--- config.mk ---
export PLATFORM = sky130hd
export DESIGN_NAME = note_judge
export DESIGN_NICKNAME = d
export VERILOG_FILES = /design/src/rtl/note_judge.sv
export SDC_FILE = /design/constraint.sdc
export NUM_CORES = 1
export LEC_CHECK = 0
export CORE_ASPECT_RATIO = 1.4
export CORE_MARGIN = 5
export CORE_UTILIZATION = 39
export DETAILED_ROUTE_END_ITERATION = 6
export PLACE_DENSITY = 0.89
export SLEW_MARGIN = 20
export SYNTH_ARGS = -nofsm -noshare
export SYNTH_HDL_FRONTEND = slang
export SYNTH_SLANG_ARGS = --single-unit
--- constraint.sdc ---
create_clock -name clk -period 5.03 [get_ports clk]
set_input_delay 0.7545 -clock clk [delete_from_list [all_inputs] [get_ports clk]]
set_output_delay 0.7545 -clock clk [all_outputs]
set_load 0.01 [all_outputs]
--- src/rtl/note_judge.sv ---
// note_judge: per-lane hit/miss judge for a three-drum rhythm game.
//
// Each lane sees a 27-bit note window; bit 26 is the oldest note (leaves on
// the next shift), bit 25 the next one. A rising edge on a drum button is a
// press. A press hits the bit-26 note as GREAT if unconsumed, otherwise the
// bit-25 note as GOOD if unconsumed, otherwise it does nothing. On tick the
// windows shift: an unconsumed bit-26 note becomes a MISS and the consumed
// flags move down one position.
//
// Ports:
//   clk                                 system clock, posedge
//   reset                               synchronous, active-high
//   tick                                last cycle before the windows shift
//   loading                             song being loaded; judge held idle
//   lane_red/lane_blue/lane_yellow[26:0] visible note windows
//   btn_red/btn_blue/btn_yellow         synchronized drum button levels
//   score[15:0]                         accumulated score, saturating
//   combo[7:0]                          consecutive hits, saturating
//   max_combo[7:0]                      highest combo since last clear
//   great/good/miss                     one-cycle event pulses
module note_judge (
   input  logic        clk,
   input  logic        reset,
   input  logic        tick,
   input  logic        loading,
   input  logic [26:0] lane_red,
   input  logic [26:0] lane_blue,
   input  logic [26:0] lane_yellow,
   input  logic        btn_red,
   input  logic        btn_blue,
   input  logic        btn_yellow,
   output logic [15:0] score,
   output logic [7:0]  combo,
   output logic [7:0]  max_combo,
   output logic        great,
   output logic        good,
   output logic        miss
);

   // Lane vectors are ordered {yellow, blue, red}.
   logic [2:0]  btn_prev_q, btn_prev_d;
   logic [2:0]  c26_q, c26_d;
   logic [2:0]  c25_q, c25_d;
   logic [15:0] score_q, score_d;
   logic [7:0]  combo_q, combo_d;
   logic [7:0]  max_combo_q, max_combo_d;
   logic        great_q, great_d;
   logic        good_q, good_d;
   logic        miss_q, miss_d;

   logic [2:0]  btn, bit26, bit25, press;
   logic [2:0]  hit_great, hit_good, c26_hit, c25_hit, lane_miss;
   logic [1:0]  n_great, n_good, n_hit;
   logic [10:0] score_inc;
   logic [16:0] score_sum;
   logic [8:0]  combo_sum;

   // Only the two oldest window positions matter to the judge.
   logic unused_lane_bits;
   assign unused_lane_bits = ^{lane_red[24:0], lane_blue[24:0], lane_yellow[24:0]};

   assign btn   = {btn_yellow, btn_blue, btn_red};
   assign bit26 = {lane_yellow[26], lane_blue[26], lane_red[26]};
   assign bit25 = {lane_yellow[25], lane_blue[25], lane_red[25]};
   assign press = btn & ~btn_prev_q;

   // Press is judged against the current window before the tick rules apply,
   // so a note hit in the tick cycle is never also counted as a miss.
   assign hit_great = press & bit26 & ~c26_q;
   assign hit_good  = press & ~hit_great & bit25 & ~c25_q;
   assign c26_hit   = c26_q | hit_great;
   assign c25_hit   = c25_q | hit_good;
   assign lane_miss = {3{tick}} & bit26 & ~c26_hit;

   // A lane scores at most one hit per cycle, so every count fits 2 bits.
   assign n_great = {1'b0, hit_great[0]} + {1'b0, hit_great[1]} + {1'b0, hit_great[2]};
   assign n_good  = {1'b0, hit_good[0]} + {1'b0, hit_good[1]} + {1'b0, hit_good[2]};
   assign n_hit   = {1'b0, hit_great[0] | hit_good[0]}
                  + {1'b0, hit_great[1] | hit_good[1]}
                  + {1'b0, hit_great[2] | hit_good[2]};

   assign score_inc = ({9'd0, n_great} * 11'd300) + ({9'd0, n_good} * 11'd100);
   assign score_sum = {1'b0, score_q} + {6'd0, score_inc};
   assign combo_sum = {1'b0, combo_q} + {7'd0, n_hit};

   always_comb begin
      btn_prev_d  = btn;
      c26_d       = tick ? c25_hit : c26_hit;
      c25_d       = tick ? 3'b000  : c25_hit;
      score_d     = score_sum[16] ? 16'hFFFF : score_sum[15:0];
      combo_d     = combo_sum[8]  ? 8'hFF    : combo_sum[7:0];
      if (|lane_miss) begin
         combo_d = 8'd0;
      end
      max_combo_d = (combo_d > max_combo_q) ? combo_d : max_combo_q;
      great_d     = |hit_great;
      good_d      = |hit_good;
      miss_d      = |lane_miss;

      // While loading the judge is idle and cleared; button history still
      // tracks so a button held across the end of loading is not a press.
      if (loading) begin
         c26_d       = 3'b000;
         c25_d       = 3'b000;
         score_d     = 16'd0;
         combo_d     = 8'd0;
         max_combo_d = 8'd0;
         great_d     = 1'b0;
         good_d      = 1'b0;
         miss_d      = 1'b0;
      end
   end

   always_ff @(posedge clk) begin
      if (reset) begin
         // Clearing btn_prev makes a button held through reset a new press.
         btn_prev_q  <= 3'b000;
         c26_q       <= 3'b000;
         c25_q       <= 3'b000;
         score_q     <= 16'd0;
         combo_q     <= 8'd0;
         max_combo_q <= 8'd0;
         great_q     <= 1'b0;
         good_q      <= 1'b0;
         miss_q      <= 1'b0;
      end else begin
         btn_prev_q  <= btn_prev_d;
         c26_q       <= c26_d;
         c25_q       <= c25_d;
         score_q     <= score_d;
         combo_q     <= combo_d;
         max_combo_q <= max_combo_d;
         great_q     <= great_d;
         good_q      <= good_d;
         miss_q      <= miss_d;
      end
   end

   assign score     = score_q;
   assign combo     = combo_q;
   assign max_combo = max_combo_q;
   assign great     = great_q;
   assign good      = good_q;
   assign miss      = miss_q;

endmodule

; ---- Word-level counts from Yosys, hierarchy flattened
; Cells that the tools add are included.
[classes]
n_reduce_logical = 5
magnitude_cmp = 1
n_addsub = 9
n_bitwise = 18
mux = 4
mul = 2
[ops]
columns = cell, n
row1 = $and 3x3->3, 8
row2 = $add 16x11->17, 1
row3 = $mux 16, 1
row4 = $mux 8, 2
row5 = $not 3->3, 5
row6 = $reduce_or 3->1, 4
row7 = $add 11x9->11, 1
row8 = $add 8x2->9, 1
row9 = $mul 2x7->9 const B, 1
row10 = $gt 8x8->1, 1
row11 = $mul 2x5->7 const B, 1
row12 = $add 1x1->2, 3
row13 = $add 2x1->2, 3
row14 = $or 3x3->3, 2
row15 = $mux 3, 1
row16 = $or 1x1->1, 3
row17 = $reduce_or 2->1, 1
[word_totals]
reg_bits = 44
output_inout_bits = 35
input_bits = 88
word_cells = 48

; ---- Longest topological paths before layout
; Gate-level depths: netlist (run 1).
[depth]
ltp_word = 15
ltp_mapped = 19
ltp_nobuf = 18

; ---- Worst setup path before layout (run 1)
; OpenSTA, ideal clock, no wires.
[synth_path]
kind = input -> register
start = input port lane_red[26]
end = register score_q[0], in the netlist score[0]
path_stages = 18
setup_time_ns = 0.132
t_arrival_ns = 4.599
slack_ns = 0.298
cell_sequence = nand2b_1 -> nor3b_1 -> fa_1 -> ha_1 -> xor2_1 -> ha_1 -> a21oi_1 -> o21ba_2 -> nor2b_1 -> o31a_1 -> o21a_1 -> ha_1 -> and3_2 -> a221oi_1 -> a21oi_2 -> nand4_2 -> buf_6 -> a21oi_1
[synth_between]
elab_chain_len = 12
word_cells_on_any_way = 15
cone_classes = add/sub (6) / mul (2) / mux (1) / bitwise (6)
[synth_rtl]
columns = element, line
row1 = "start, declared", 26  ; input logic [26:0] lane_red,
row2 = $and 3x3->3 (*) (2 in a row), 69  ; assign hit_great = press & bit26 & ~c26_q;
row3 = $not 3->3, 70  ; assign hit_good = press & ~hit_great & bit25 & ~c25_q;
row4 = $and 3x3->3 (3 in a row), 70
row5 = $add 1x1->2, 77  ; assign n_good = {1'b0, hit_good[0]} + {1'b0, hit_good[1]} + {1'b0, hit_good[2]};
row6 = $add 2x1->2, 77
row7 = $mul 2x5->7, 82  ; assign score_inc = ({9'd0, n_great} * 11'd300) + ({9'd0, n_good} * 11'd100);
row8 = $add 11x9->11 (*), 82
row9 = $add 16x11->17 (*), 83  ; assign score_sum = {1'b0, score_q} + {6'd0, score_inc};
row10 = $mux 16 (*), 90  ; score_d = score_sum[16] ? 16'hFFFF : score_sum[15:0];
row11 = "end signal, assigned", 130  ; score_q <= score_d;
row12 = "end, declared", 44  ; logic [15:0] score_q, score_d;
; Mark *: on every way between the ends. The rest lies on a longest branch, timed or not.
; A chain may end at the register's enable or synchronous reset.

; ---- Final worst setup path (run 1)
[layout_path]
start = input port lane_blue[26]
end = register score_q[13], in the netlist score[13]
[layout_between]
elab_chain_len = 12
word_cells_on_any_way = 15
cone_classes = add/sub (6) / mul (2) / mux (1) / bitwise (6)
[layout_rtl]
columns = element, line
row1 = "start, declared", 27  ; input logic [26:0] lane_blue,
row2 = $and 3x3->3 (*) (2 in a row), 69
row3 = $not 3->3, 70
row4 = $and 3x3->3 (3 in a row), 70
row5 = $add 1x1->2, 77
row6 = $add 2x1->2, 77
row7 = $mul 2x5->7, 82
row8 = $add 11x9->11 (*), 82
row9 = $add 16x11->17 (*), 83
row10 = $mux 16 (*), 90
; Marks and branches as above.

==> metrics.txt, run 1 <==
Worst Setup End Kind flop; PD cells about 230 nW/µm²; Leak 1.59 nW; H-tree Lvls 2; cells on worst reg2reg path 19; first-pass GRT wire length between 10 and 15 mm; Final Hold Fails 0; Hold WC Path Type reg2reg; row count 36; sequential share of the synthesized area a little under a third; register bit count reported by yosys between 40 and 50; Die Footprint about 9000 µm²; fillers about 640; WL per Instance about 14 µm; Port Buffer Count between 40 and 50; largest net degree at the start of global routing 31; HP Start score[0]$_SDFFE_PP0P_; hold path cells 2; GR Overflow Total 0; share of the core filled with cells 55.2%; # DRC 0; Worst-Margin Slew 0.607 ns; CTS tree done; Die W between 80 and 90 µm; WS Path Type in2reg; DP Cell Count just over 500; routability-driven placement congestion ratio between 0.8 and 0.9; worst-path maximum fanout 5; Post-Layout Cell Count 524; I/O pins ~120; Primary FF master, synth dfxtp_1; initial antenna violation count 0; post-synthesis cell count 338; Mapped Area about 2800 µm²; DR iter-0 viols 94; max-cap viol count 0; Antenna Cells 0; outcome completed; Mapped Nets around 460; crit path DAT 4.97 ns; Via Count between 2k and 3k; Clock Tree Root clkbuf_8; WHS 0.470 ns; worst r2r dst score[13]$_SDFF_PP0_; Initial Util between 40% and 50%; hold path endpoint score[0]$_SDFFE_PP0P_; min cycle time layout between 4 and 5 ns; total CTS buffers 5; vias per std cell roughly 5.3; slew margin rel. roughly three fifths; layout cells sized above 1 between 10% and 20%; Power Total ~0.00089 W; Setup Buffers After CTS 0; vias in the first global route ~2.7k; Final ANT Viol Nets 0; FF-to-FF setup slack between 0.7 and 0.8 ns; core area 7030 µm²; crit share post-route between 90% and 100%; fraction of registers with async set/reset 0%; Total GRT Usage roughly 16%; Avg Inst Size Synth 8.38 µm²; crit-path cells clkdlybuf4s50_1 > nor2b_2 > nand2_1 > inv_1 > fa_1 > ha_1 > xor2_1 > ha_1 > a21oi_1 > o21ba_2 > nor2b_1 > o31a_1 > o21a_1 > ha_1 > buf_4 > a21oi_1 > o22ai_1 > a31oi_2 > xor2_1 > a21oi_1; area delta synth->final 36.8%; VDD IR max about 120 µV; CP max-delay cell clkdlybuf4s50_1; Final Setup Violations 0; Max Freq 0.208 GHz; DRT Pass-1 Iters 4; nets@finish around 550; register area 861 µm²; Worst-path clk slew approximately 0.070 ns; CP startpoint kind input pin; clk buf depth 2; Post-synth EDFFs 0; multi-input logic area between 1500 and 2000 µm²; WL final roughly 7.1 mm; clk_skew between 0.01 and 0.015 ns; Post-DP HPWL approximately 5.6 mm; Clk Latency, worst-skew pair around 0.3 ns; Post-Layout Inst Area 3880 µm²; Synth warnings 0; reg2reg start c26_q[0]$_SDFF_PP0_; CP max stage delay 0.51 ns; height of the die 111 µm; count of unique library cells instantiated by Yosys 56; clock tree sinks 43; max-slew violation count 0; placed cell area 3710 µm²; Worst EP required 5.18 ns
how the worst max path moves through the flow:
| stage | start | cells past startpoint | to | slack (ns) |
|---|---|---|---|---|
| after CTS | lane_blue[26] | 19 | score[0]$_SDFFE_PP0P_ | 0.004 |
| after global placement | lane_blue[26] | 19 | score[0]$_SDFFE_PP0P_ | -0.13 |
| after floorplan | lane_red[26] | 18 | score[0]$_SDFFE_PP0P_ | 0.30 |
| after detailed placement | lane_blue[26] | 19 | score[0]$_SDFFE_PP0P_ | -0.29 |
| after global routing | lane_red[26] | 20 | score[13]$_SDFF_PP0_ | -0.02 |
| final | lane_blue[26] | 20 | score[13]$_SDFF_PP0_ | 0.22 |
flip-flops by register name, indices dropped and copies added, names as in the netlist:
signal	flops
c26_q	3
btn_prev_q	3
miss	1
great	1
score	15
combo	8
c25_q	3
max_combo	8
good	1
per-stage QoR:
step	setup TNS, ns	setup slack, ns
global route	-0.0500	-0.0219
finish	0	0.217
CTS	0	0.00389
detailed placement	-4.47	-0.290
floorplan	0	0.298
global placement	-1.48	-0.126
report_power, final:
part	internal, W	switching, W
Clock	0.0000973	0.000124
Combinational	0.000154	0.000150
Sequential	0.000353	0.00000854
cell families after synthesis:
family / synth area share [%]
AND/OR/NAND/NOR: 19.5
AO/OA/AOI/OAI: 22.0
flip-flops: 30.4
adder cells (fa/ha/maj): 16.3
buffers and inverters: 5.04
XOR/XNOR: 5.26
multiplexers: 1.50
layout by cell type, fill, tap and decap left out, drive strengths merged, types with 2 or more instances in the layout:
master         Yosys  routed
a211o              5       5
a211oi             5       5
a21o               3       3
a21oi             41      41
a31oi              6       6
a32oi              2       2
and2               2       2
and2b              3       3
and3               2       2
buf                5      47
clkbuf             6       6
clkdlybuf4s50      0      47
dfxtp             43      43
fa                 5       5
ha                28      28
inv               22      22
mux2               2       2
mux2i              2       2
nand2             20      20
nand2b             2       2
nand3             13      13
nand4              5       5
nor2              38      38
nor2b             12      12
nor3               7       7
o2111ai            3       3
o211ai             2       2
o21a               6       6
o21ai             11      11
o31a               2       2
o31ai              2       2
or2                2       2
or3                2       2
xnor2              9       9
xor2               8       8
final cells by class:
| cell class | instances | area share [%] |
|---|---|---|
| inverter | 22 | 2.13 |
| multi-input combinational | 262 | 49.2 |
| clock inverter | 2 | 0.323 |
| clock buffer | 6 | 1.87 |
| timing repair buffer | 94 | 21.2 |
| tap | 95 | 3.07 |
| sequential | 43 | 22.2 |
synth_stat cells, types with 2 or more instances:
cell,number,area share [%]
a32oi_1,2,0.62
and2_1,2,0.44
nor2_1,38,5.0
nor2b_1,11,2.4
nand2_1,19,2.5
a211o_1,5,1.5
xor2_1,8,2.5
nor3_1,6,1.1
xnor2_1,9,2.8
buf_4,2,0.53
or3_1,2,0.44
o21ai_0,11,1.9
or2_2,2,0.44
a211oi_1,5,1.3
a21o_1,3,0.79
nand4_1,4,0.88
nand2b_1,2,0.44
dfxtp_1,43,30
mux2_2,2,0.79
o21a_1,6,1.6
o31a_1,2,0.62
nand3_1,13,2.3
ha_1,28,12
fa_1,5,3.5
o2111ai_1,3,0.93
and2b_1,3,0.79
buf_2,2,0.35
mux2i_1,2,0.71
inv_1,22,2.9
a31oi_1,6,1.3
clkbuf_1,5,0.66
a21oi_1,40,7.1
o211ai_1,2,0.53
metal layers:
metal  wire length (µm)  vias up  track usage (%)
met5                  0        -                0
met2               3800       67             28.9
met4                138        0             5.43
met1               2790     1289             18.7
met3                347       13             3.09
li1                   -     1387                -
timing repair:
action,4_1_cts,5_1_grt
resized for setup,0,16
hold buffers,0,0
endpoints found under the setup margin,0,23
worst max-delay path, delay by kind of cell:
| kind | cells | cell delay, ns |
|---|---|---|
| AOI/OAI and AO/OA | 8 | 1.42 |
| adders and majority gates | 4 | 1.29 |
| buffers and inverters | 3 | 0.77 |
| and+or+nand+nor | 3 | 0.40 |
| xor gates and xnor gates | 2 | 0.34 |
(Power assumes the default switching activity.)
==> run 2, diff against run 1 <==
--- a/config.mk
+++ b/config.mk
@@ -10,7 +10,6 @@
 export CORE_UTILIZATION = 39
 export DETAILED_ROUTE_END_ITERATION = 6
 export PLACE_DENSITY = 0.89
-export SLEW_MARGIN = 20
 export SYNTH_ARGS = -nofsm -noshare
 export SYNTH_HDL_FRONTEND = slang
 export SYNTH_SLANG_ARGS = --single-unit
==> results of run 2 <==
The final DEF is identical to that of run 1; final timing and power are the same.
==> run 3, diff against run 2 <==
--- a/config.mk
+++ b/config.mk
@@ -9,7 +9,7 @@
 export CORE_MARGIN = 5
 export CORE_UTILIZATION = 39
 export DETAILED_ROUTE_END_ITERATION = 6
-export PLACE_DENSITY = 0.89
+export PLACE_DENSITY = 0.78
 export SYNTH_ARGS = -nofsm -noshare
 export SYNTH_HDL_FRONTEND = slang
 export SYNTH_SLANG_ARGS = --single-unit
==> run 3 against run 2 <==
Die area stayed put. Core utilization is 3.4 points higher. Combinational power is 5% higher. Clock skew hardly changed. Largest power group unchanged. Wire length is 11% higher. Hold slack better by 0.013 ns. Total power is 9.9% higher. Via count is 5.0% higher. Clock power is 32% higher. First-iteration DRC count is 80% higher. Sequential share of layout area is 1.3 points lower. Fmax is 0.78% lower.
==> metrics.txt, run 3 (synthesis gave the netlist of run 1 again) <==
routability-driven placement congestion ratio 0.931 (was 0.898); crit path launch lane_red[26] (was lane_blue[26]); Max Freq 0.206 GHz (was 0.208 GHz); # DRC 0 (unchanged); Worst Setup End Kind flop (unchanged); CP max-delay cell clkdlybuf4s50_1 (unchanged); most frequent cells in the layout buf_4, clkdlybuf4s50_1, dfxtp_1, nor2_1, a21oi_1 (was clkdlybuf4s50_1, buf_4, dfxtp_1, a21oi_1, nor2_1); register area 861 µm² (unchanged); crit share post-route 96.4% (was 95.7%); Die Footprint 9090 µm² (unchanged); vias per std cell 5.39 (was 5.26); WL per Instance 14.7 µm (was 13.5 µm); Post-Layout Inst Area 4120 µm² (was 3880 µm²); CP max stage delay 0.51 ns (about the same); nets@finish 562 (was 549); Hold WC Path Type reg2reg (unchanged); VDD IR max 190 µV (was 116 µV); Port Buffer Count 47 (unchanged); DR iter-0 viols 169 (was 94); Clk Latency, worst-skew pair 0.30 ns (about the same); slew margin rel. 54.5% (was 59.5%); layout cells sized above 1 25.1% (was 18.4%); Antenna Cells 0 (unchanged); H-tree Lvls 2 (unchanged); outcome completed (unchanged); Leak 1.68 nW (was 1.59 nW); M2 GR Usage 30.9% (was 28.9%); Total GRT Usage 17.4% (was 16.2%); vias in the first global route 2,913 (was 2,711); Via Count 2,893 (was 2,756); Final Hold Fails 0 (unchanged); share of the core filled with cells 58.6% (was 55.2%); max reg flops 15 (unchanged); met3 usage 3.17% (was 3.09%); CTS tree done (unchanged); Top Usage Layer GRT met2 (unchanged); Initial Util 40.3% (unchanged); placed cell area 3800 µm² (was 3710 µm²); CP startpoint kind input pin (unchanged); core area 7030 µm² (unchanged); height of the die 111 µm (unchanged); Final ANT Viol Nets 0 (unchanged); Clock Tree Root clkbuf_8 (unchanged); largest net degree at the start of global routing 31 (unchanged); clk_skew 0.0114 ns (was 0.0118 ns); WL final 7.88 mm (was 7.08 mm); final setup TNS 0 ns (unchanged); Worst-Margin Slew 0.683 ns (was 0.607 ns); clock tree sinks 43 (unchanged); I/O pins 123 (unchanged); crit path DAT 5.09 ns (was 4.97 ns); most common cell after layout, fill and taps aside buf_4; GR Overflow Total 0 (unchanged); Final Setup Violations 0 (unchanged); row count 36 (unchanged); min cycle time layout 4.85 ns (was 4.81 ns); M1 GR Usage 19.9% (was 18.7%); HP Start score[0]$_SDFFE_PP0P_ (unchanged); Worst-path clk slew 0.09 ns (was 0.07 ns); max-cap viol count 0 (unchanged); DRT Pass-1 Iters 4 (unchanged); crit-path cells clkdlybuf4s50_1 > nand2b_1 > nor3b_2 > buf_4 > fa_1 > ha_4 > xor2_1 > ha_1 > a21oi_2 > o21ba_2 > nor2b_1 > o31a_1 > o21a_1 > ha_4 > nand3_2 > a211o_1 > a21oi_4 > nand4_4 > a21oi_2 (was clkdlybuf4s50_1 > nor2b_2 > nand2_1 > inv_1 > fa_1 > ha_1 > xor2_1 > ha_1 > a21oi_1 > o21ba_2 > nor2b_1 > o31a_1 > o21a_1 > ha_1 > buf_4 > a21oi_1 > o22ai_1 > a31oi_2 > xor2_1 > a21oi_1); CTS Hold Buffers Added 0 (unchanged); reg2reg start btn_prev_q[1]$_SDFF_PP0_ (was c26_q[0]$_SDFF_PP0_); max-slew violation count 0 (unchanged); critical path buffer and inverter count 2 (was 3); first-pass GRT wire length 12.7 mm (was 12.0 mm); initial antenna violation count 0 (unchanged); Die W 82.0 µm (unchanged); fillers 620 (was 642); Crit path max-delay family compound AO/OA/AOI/OAI gates (unchanged); Worst EP required 5.27 ns (was 5.18 ns); area delta synth->final 45.3% (was 36.8%); PD cells 237 nW/µm² (was 229 nW/µm²); total CTS buffers 5 (unchanged); clk buf depth 2 (unchanged); multi-input logic area 2020 µm² (was 1910 µm²); Post-DP HPWL 5.87 mm (was 5.57 mm); worst-path maximum fanout 6 (was 5); WS Path Type in2reg (unchanged); Setup Buffers After CTS 0 (unchanged)
==> run 3: path summary, 6_finish.rpt <==
check / slack (ns) / to / cells past startpoint
setup / recovery: 0.18 / score[10]$_SDFF_PP0_ / 19
hold / removal: 0.48 / score[0]$_SDFFE_PP0P_ / 2
setup reg to reg: 0.73 / score[10]$_SDFF_PP0_ / 19
hold reg to reg: 0.48 / score[0]$_SDFFE_PP0P_ / 2
==> run 3: cell type report <==
type,count,area share (%)
clock inverter,2,0.851
tap,95,2.89
timing repair buffer,106,22.2
clock buffer,6,2.01
inverter,22,2.01
multi-input combinational,263,49.1
sequential,43,20.9
==> run 3: through the flow <==
stage | worst slack (ns) | total power (W) | instances | hold WS [ns]
floorplan | 0.298 | 0.000547 | 338 | 0.439
global placement | -0.211 | 0.000659 | 528 | 0.446
detailed placement | -0.348 | 0.000668 | 528 | 0.466
CTS | 0.00432 | 0.000957 | 536 | 0.478
global route | -0.0454 | 0.00103 | 537 | 0.513
finish | 0.179 | 0.000975 | 537 | 0.482
==> run 3: repair_timing <==
action                     in CTS  in global routing
gates resized for setup         1                 35
setup endpoints to repair      12                 23
pin swaps                       0                  8
cloned                          0                  1
==> run 3: tightest hold or removal path: stages, from the launching register on <==
cell and delay, ns:
dfxtp_1 0.33, inv_1 0.07, a21oi_2 0.05
==> run 3: power breakdown <==
part / switching (W) / internal [W] / leakage (nW)
clock network: 0.000131 / 0.000161 / 0.0612
registers: 0.00000905 / 0.000353 / 0.349
logic: 0.000160 / 0.000161 / 1.27
total: 0.000300 / 0.000675 / 1.68
==> run 3: metal layers <==
layer  wire length (µm)  part of all wire (%)
met1               3270                    41
met4                253                   3.2
met5                  0                     0
met2               4050                    51
met3                308                   3.9
